**config.mk**
```make
export PLATFORM = sky130hd
export DESIGN_NAME = demux_stream_sched
export DESIGN_NICKNAME = d
export VERILOG_FILES = /design/src/rtl/demux_sched_pkg.sv /design/src/rtl/demux_slot.sv /design/src/rtl/demux_stream_sched.sv
export SDC_FILE = /design/constraint.sdc
export NUM_CORES = 1
export LEC_CHECK = 0
export CAP_MARGIN = 15
export CORE_MARGIN = 2
export CORE_UTILIZATION = 51
export CTS_CLUSTER_DIAMETER = 80
export DETAILED_ROUTE_END_ITERATION = 10
export PLACE_DENSITY = 0.94
export SYNTH_ARGS = -nofsm -noshare
export SYNTH_HDL_FRONTEND = slang
export SYNTH_HIERARCHICAL = 1
export SYNTH_SLANG_ARGS = --single-unit
export TNS_END_PERCENT = 5
```
**constraint.sdc**
```tcl
create_clock -name clk -period 3.3 [get_ports clk]
set_input_delay 0.495 -clock clk [delete_from_list [all_inputs] [get_ports clk]]
set_output_delay 0.495 -clock clk [all_outputs]
set_load 0.03 [all_outputs]
```
**src/rtl/demux_sched_pkg.sv**
```systemverilog
// ============================================================================
// Module  : demux_sched_pkg
// Brief   : Shared types, constants and round-robin helper for demux_stream_sched.
// Revision: 1.0
// ============================================================================
`default_nettype none

package demux_sched_pkg;

  localparam int N_OUT = 4;
  localparam int SEL_W = 2;

  typedef enum logic {MODE_ADDR = 1'b0, MODE_RR = 1'b1} mode_e;
  typedef logic [SEL_W-1:0] sel_t;

  // First free slot at or after ptr (mod N_OUT); scanning downward lets the
  // smallest offset overwrite the result last. Returns ptr when none free.
  function automatic sel_t rr_pick(input logic [N_OUT-1:0] free, input sel_t ptr);
    sel_t idx;
    rr_pick = ptr;
    for (int i = N_OUT - 1; i >= 0; i--) begin
      idx = ptr + sel_t'(i);
      if (free[idx]) rr_pick = idx;
    end
  endfunction

endpackage

`default_nettype wire

```
**src/rtl/demux_slot.sv**
```systemverilog
// ============================================================================
// Module  : demux_slot
// Brief   : One-entry valid/data holding register with load and drain.
// Revision: 1.0
// ============================================================================
`default_nettype none

module demux_slot #(
  parameter int DATA_W = 8
) (
  input  logic              clk,
  input  logic              rst,
  input  logic              load,
  input  logic [DATA_W-1:0] load_data,
  input  logic              out_ready,
  output logic              out_valid,
  output logic [DATA_W-1:0] out_data,
  output logic              free
);

  logic              r_valid;
  logic [DATA_W-1:0] r_data;

  // Load wins over drain so a slot can empty and refill in the same cycle.
  always_ff @(posedge clk) begin
    if (rst) begin
      r_valid <= 1'b0;
      r_data  <= '0;
    end else if (load) begin
      r_valid <= 1'b1;
      r_data  <= load_data;
    end else if (out_ready) begin
      r_valid <= 1'b0;
    end
  end

  assign out_valid = r_valid;
  assign out_data  = r_data;
  assign free      = !r_valid || out_ready;

endmodule

`default_nettype wire

```
**src/rtl/demux_stream_sched.sv**
```systemverilog
// ============================================================================
// Module  : demux_stream_sched
// Brief   : Flow-controlled 1-to-4 stream dispatcher, addressed or round-robin.
// Revision: 1.0
// ============================================================================
`default_nettype none

module demux_stream_sched
  import demux_sched_pkg::*;
#(
  parameter int DATA_W = 8,
  parameter int CNT_W  = 8
) (
  input  logic                    clk,
  input  logic                    rst,
  input  logic                    mode,
  input  logic                    in_valid,
  output logic                    in_ready,
  input  logic [DATA_W-1:0]       in_data,
  input  logic [SEL_W-1:0]        in_sel,
  output logic [N_OUT-1:0]        out_valid,
  input  logic [N_OUT-1:0]        out_ready,
  output logic [N_OUT*DATA_W-1:0] out_data,
  output logic [N_OUT*CNT_W-1:0]  out_cnt,
  output logic                    busy
);

  logic [N_OUT-1:0] w_free;
  logic [N_OUT-1:0] w_valid;
  logic [N_OUT-1:0] w_load;
  sel_t             w_rr_tgt;
  sel_t             w_tgt;
  logic             w_slot_rdy;
  logic             w_accept;
  sel_t             r_rr_ptr;

  assign w_rr_tgt = rr_pick(w_free, r_rr_ptr);

  // in_ready depends only on slot state, mode, in_sel and the pointer.
  always_comb begin
    w_tgt      = in_sel;
    w_slot_rdy = w_free[in_sel];
    if (mode_e'(mode) == MODE_RR) begin
      w_tgt      = w_rr_tgt;
      w_slot_rdy = |w_free;
    end
  end

  assign in_ready = !rst && w_slot_rdy;
  assign w_accept = in_valid && in_ready;

  always_ff @(posedge clk) begin
    if (rst) begin
      r_rr_ptr <= '0;
    end else if (w_accept && (mode_e'(mode) == MODE_RR)) begin
      r_rr_ptr <= w_tgt + sel_t'(1);
    end
  end

  generate
    for (genvar k = 0; k < N_OUT; k++) begin : g_chan
      logic [CNT_W-1:0] r_cnt;

      assign w_load[k] = w_accept && (w_tgt == sel_t'(k));

      demux_slot #(
        .DATA_W (DATA_W)
      ) u_slot (
        .clk       (clk),
        .rst       (rst),
        .load      (w_load[k]),
        .load_data (in_data),
        .out_ready (out_ready[k]),
        .out_valid (w_valid[k]),
        .out_data  (out_data[k*DATA_W +: DATA_W]),
        .free      (w_free[k])
      );

      always_ff @(posedge clk) begin
        if (rst) begin
          r_cnt <= '0;
        end else if (w_valid[k] && out_ready[k]) begin
          r_cnt <= r_cnt + CNT_W'(1);
        end
      end

      assign out_cnt[k*CNT_W +: CNT_W] = r_cnt;
    end
  endgenerate

  assign out_valid = w_valid;
  assign busy      = |w_valid;

endmodule

`default_nettype wire

```
==> results.sh <==
export IMPL_ir_drop_mv=0.3211
export IMPL_final_common_cell="clkdlybuf4s50_1"
export IMPL_seq_area_frac_synth_pct=46.96
export IMPL_setup_viol=0
export IMPL_grt_pass1_wl_um=11690
export IMPL_highest_signal_layer="met4"
export IMPL_clk_latency_ps=340
export IMPL_io_pins=88
export IMPL_clkPwrFrac_pct=39.7
export IMPL_switching_share_pct=24.63
export IMPL_slew_viol_final=0
export IMPL_clock_skew_ps=6.537
export IMPL_globalRouteOverflowTotal=0
export IMPL_finalWorstSetupSlack_ps=139.8
export IMPL_avgSynthCellArea_sq_um=9.355
export IMPL_drc=0
export IMPL_pwr_share_comb_pct=9.0
export IMPL_routedWlPerCell_um=14.56
export IMPL_cts_made_buffers=9
export IMPL_maxCapViolations=0
export IMPL_timing_rr_start="g_chan[3].u_slot/out_valid"
export IMPL_ant_nets=0
export IMPL_final_setup_tns_ps=0
export IMPL_cts_sinks=70
export IMPL_path_class="input port to output port"
export IMPL_antenna_found_initial=0
export IMPL_synth_warnings=6
export IMPL_cts_clk_slew_worst_paths_ps=80
export IMPL_synth_top_cell_by_area="dfxtp_1"
export IMPL_cts_resized=0
export IMPL_power_net_switching_mw=0.4157
export IMPL_reg2reg_slack_ps=610
export IMPL_slew_headroom_pct=33.56
export IMPL_grt_max_degree=71
export IMPL_status="complete, no violations"
export IMPL_synthToLayoutAreaGrowth_pct=37.44
export IMPL_finalCritPeriodShare_pct=95.76
export IMPL_hpwl_um=5130
export IMPL_hold_buffers=0
export IMPL_cp_max_fo=7
export IMPL_rsz0062_at_grt="no"
export IMPL_rows=27
export IMPL_io_buffers=87
export IMPL_holdPathEnd="g_chan[0].u_slot/out_data[3]"
export IMPL_seq_area_sq_um=1401
export IMPL_multi_input_area_sq_um=1449
export IMPL_grt_pass1_vias=2580
export IMPL_synth_edf_count=0
export IMPL_regToRegEndpoint="g_chan[2].u_slot/out_data[4]"
export IMPL_gp_congestion=0.8448
export IMPL_hold_depth=2
export IMPL_postCtsSetupRepairBufs=0
export IMPL_cp_required_ps=2800
export IMPL_synth_fp_nets=341
export IMPL_drive_gt1_share_pct=9.113
export IMPL_cts_max_level=3
export IMPL_worstMarginPinSlew_ps=993.0
export IMPL_max_freq_mhz=316.4
export IMPL_dp_slack_ps=40.74
export IMPL_dieWidth_um=80.50
export IMPL_ys_ff_latch=70
export IMPL_via_per_inst=5.151
export IMPL_hp_class="flop to flop"
export IMPL_hp_start="g_chan[0].u_slot/out_data[3]"
export IMPL_routed_wl_um=7122
export IMPL_final_nets=434
export IMPL_die_h_um=80.50
export IMPL_wirelength_met1_um=2926
export IMPL_cts_tree="done"
export IMPL_most_common_layout_cells="clkdlybuf4s50_1 (86), nor2_1 (71), dfxtp_1 (70), mux2i_1 (34), xor2_1 (17)"
export IMPL_fillers=402
export IMPL_core_region_area_sq_um=5574
export IMPL_root_buffer="clkbuf_8"
export IMPL_clockBufferDepth=2
export IMPL_p_int_mw=1.272
export IMPL_synth_area_sq_um=2984
export IMPL_p_seq_share_pct=51.3
export IMPL_ys_flop_type="dfxtp_1"
export IMPL_dieArea_sq_um=6479
export IMPL_finalHoldViolCount=0
export IMPL_vias=2519
export IMPL_pwr_density_cell_nw_per_um2=411.5
export IMPL_wl_met3_um=625
export IMPL_synth_top_area_share_pct=46.96
export IMPL_synthArstFlopShare_pct=0
export IMPL_arrival_ps=2670
export IMPL_fin_cells=489
export IMPL_start_util_pct=53.54
export IMPL_dr_pass1_iters=4
export IMPL_endpoint_kind="output port"
export IMPL_route_met2_wl_um=3470
export IMPL_netlist_instances=319
export IMPL_synth_area_leaders="dfxtp_1 (47%), mux2i_1 (11%), nor2_1 (8.9%)"
export IMPL_leakagePower_nw=1.444
export IMPL_reg2reg_depth=8
export IMPL_drt_initial_drc_count=70
export IMPL_worstSetupStartpointType="input port"
export IMPL_antenna_cells=0
export IMPL_period_needed_ps=3160
export IMPL_synth_cell_types=40
export IMPL_dp_cells=473
export IMPL_track_usage_pct=23.48
[registers in the layout, indices dropped and copies added, names as in the netlist]
name / flops
g_chan.u_slot/out_valid: 4
r_rr_ptr: 2
g_chan.u_slot/out_data: 32
g_chan.r_cnt: 32
[Yosys cell counts, drive strengths merged (4+ instances only)]
cell type and instances:
nand4 6, buf 9, nand3 16, o21ai 6
or3 5, inv 12, ha 4, nand2 11
xnor2 7, a21oi 15, mux2i 34, xor2 17
dfxtp 70, nand2b 7, nor2b 6, nor2 71
or4 4, clkbuf 4
[power groups by stage]
stage                     sequential [mW]  combinational, mW  clock, mW
after CTS                           0.866              0.153      0.676
after global placement              0.884              0.150          0
after global routing                0.867              0.164      0.721
final                               0.866              0.152      0.670
after detailed placement            0.885              0.152          0
after floorplan                     0.905             0.0665          0
[area by class of cell]
type | count | share of cell area (%)
clock buffers | 10 | 3.112
clock inverters | 6 | 1.525
inverters | 12 | 1.098
multi-input cells | 224 | 35.33
flip-flops and latches | 70 | 34.17
well taps | 72 | 2.196
repair buffers | 95 | 22.57
[worst max path at each step]
| stage | depth (start not counted) | end | startpoint | slack (ps) |
|---|---|---|---|---|
| after CTS | 6 | in_ready | out_ready[0] | 140 |
| after floorplan | 9 | g_chan[1].u_slot/out_data[0] | g_chan[2].u_slot/out_valid | 1150 |
| after global placement | 6 | in_ready | out_ready[0] | 170 |
| after detailed placement | 9 | g_chan[2].u_slot/out_data[4] | out_ready[0] | 40 |
| final | 6 | in_ready | out_ready[0] | 140 |
| after global routing | 6 | in_ready | out_ready[0] | 20 |
[critical path, stage by stage]
cell and delay, ps:
clkdlybuf4s50_1 550, nand2b_1 290, mux2i_1 110, o32ai_1 360
nor2b_1 190, clkdlybuf4s50_1 670
[cells by family after synthesis]
logic type / count (synthesis) / share of synthesized area (%)
compound gates: 32 / 7.254
xor+xnor: 24 / 7.044
fa+ha+maj: 4 / 1.677
buf+inv: 25 / 4.486
flops: 70 / 46.96
mux: 34 / 11.40
simple gates: 130 / 21.17
[metal layers]
metal | vias to the layer above | global-route usage, %
li1 | 1257 | -
met1 | 1158 | 26.00
met2 | 93 | 40.67
met3 | 11 | 8.876
met4 | 0 | 8.814
met5 | - | 0
[stage by stage]
| step | hold slack (ps) | utilization (%) | power [mW] | cell area (sq um) |
|---|---|---|---|---|
| floorplan | 504.1 | - | 0.9711 | 2984 |
| global placement | 464.9 | 70.17 | 1.034 | 3911 |
| detailed placement | 482.2 | 70.17 | 1.037 | 3911 |
| CTS | 498.0 | 73.58 | 1.695 | 4101 |
| global route | 534.6 | 73.58 | 1.752 | 4101 |
| finish | 499.2 | 73.58 | 1.688 | 4101 |
(Power assumes the default switching activity.)
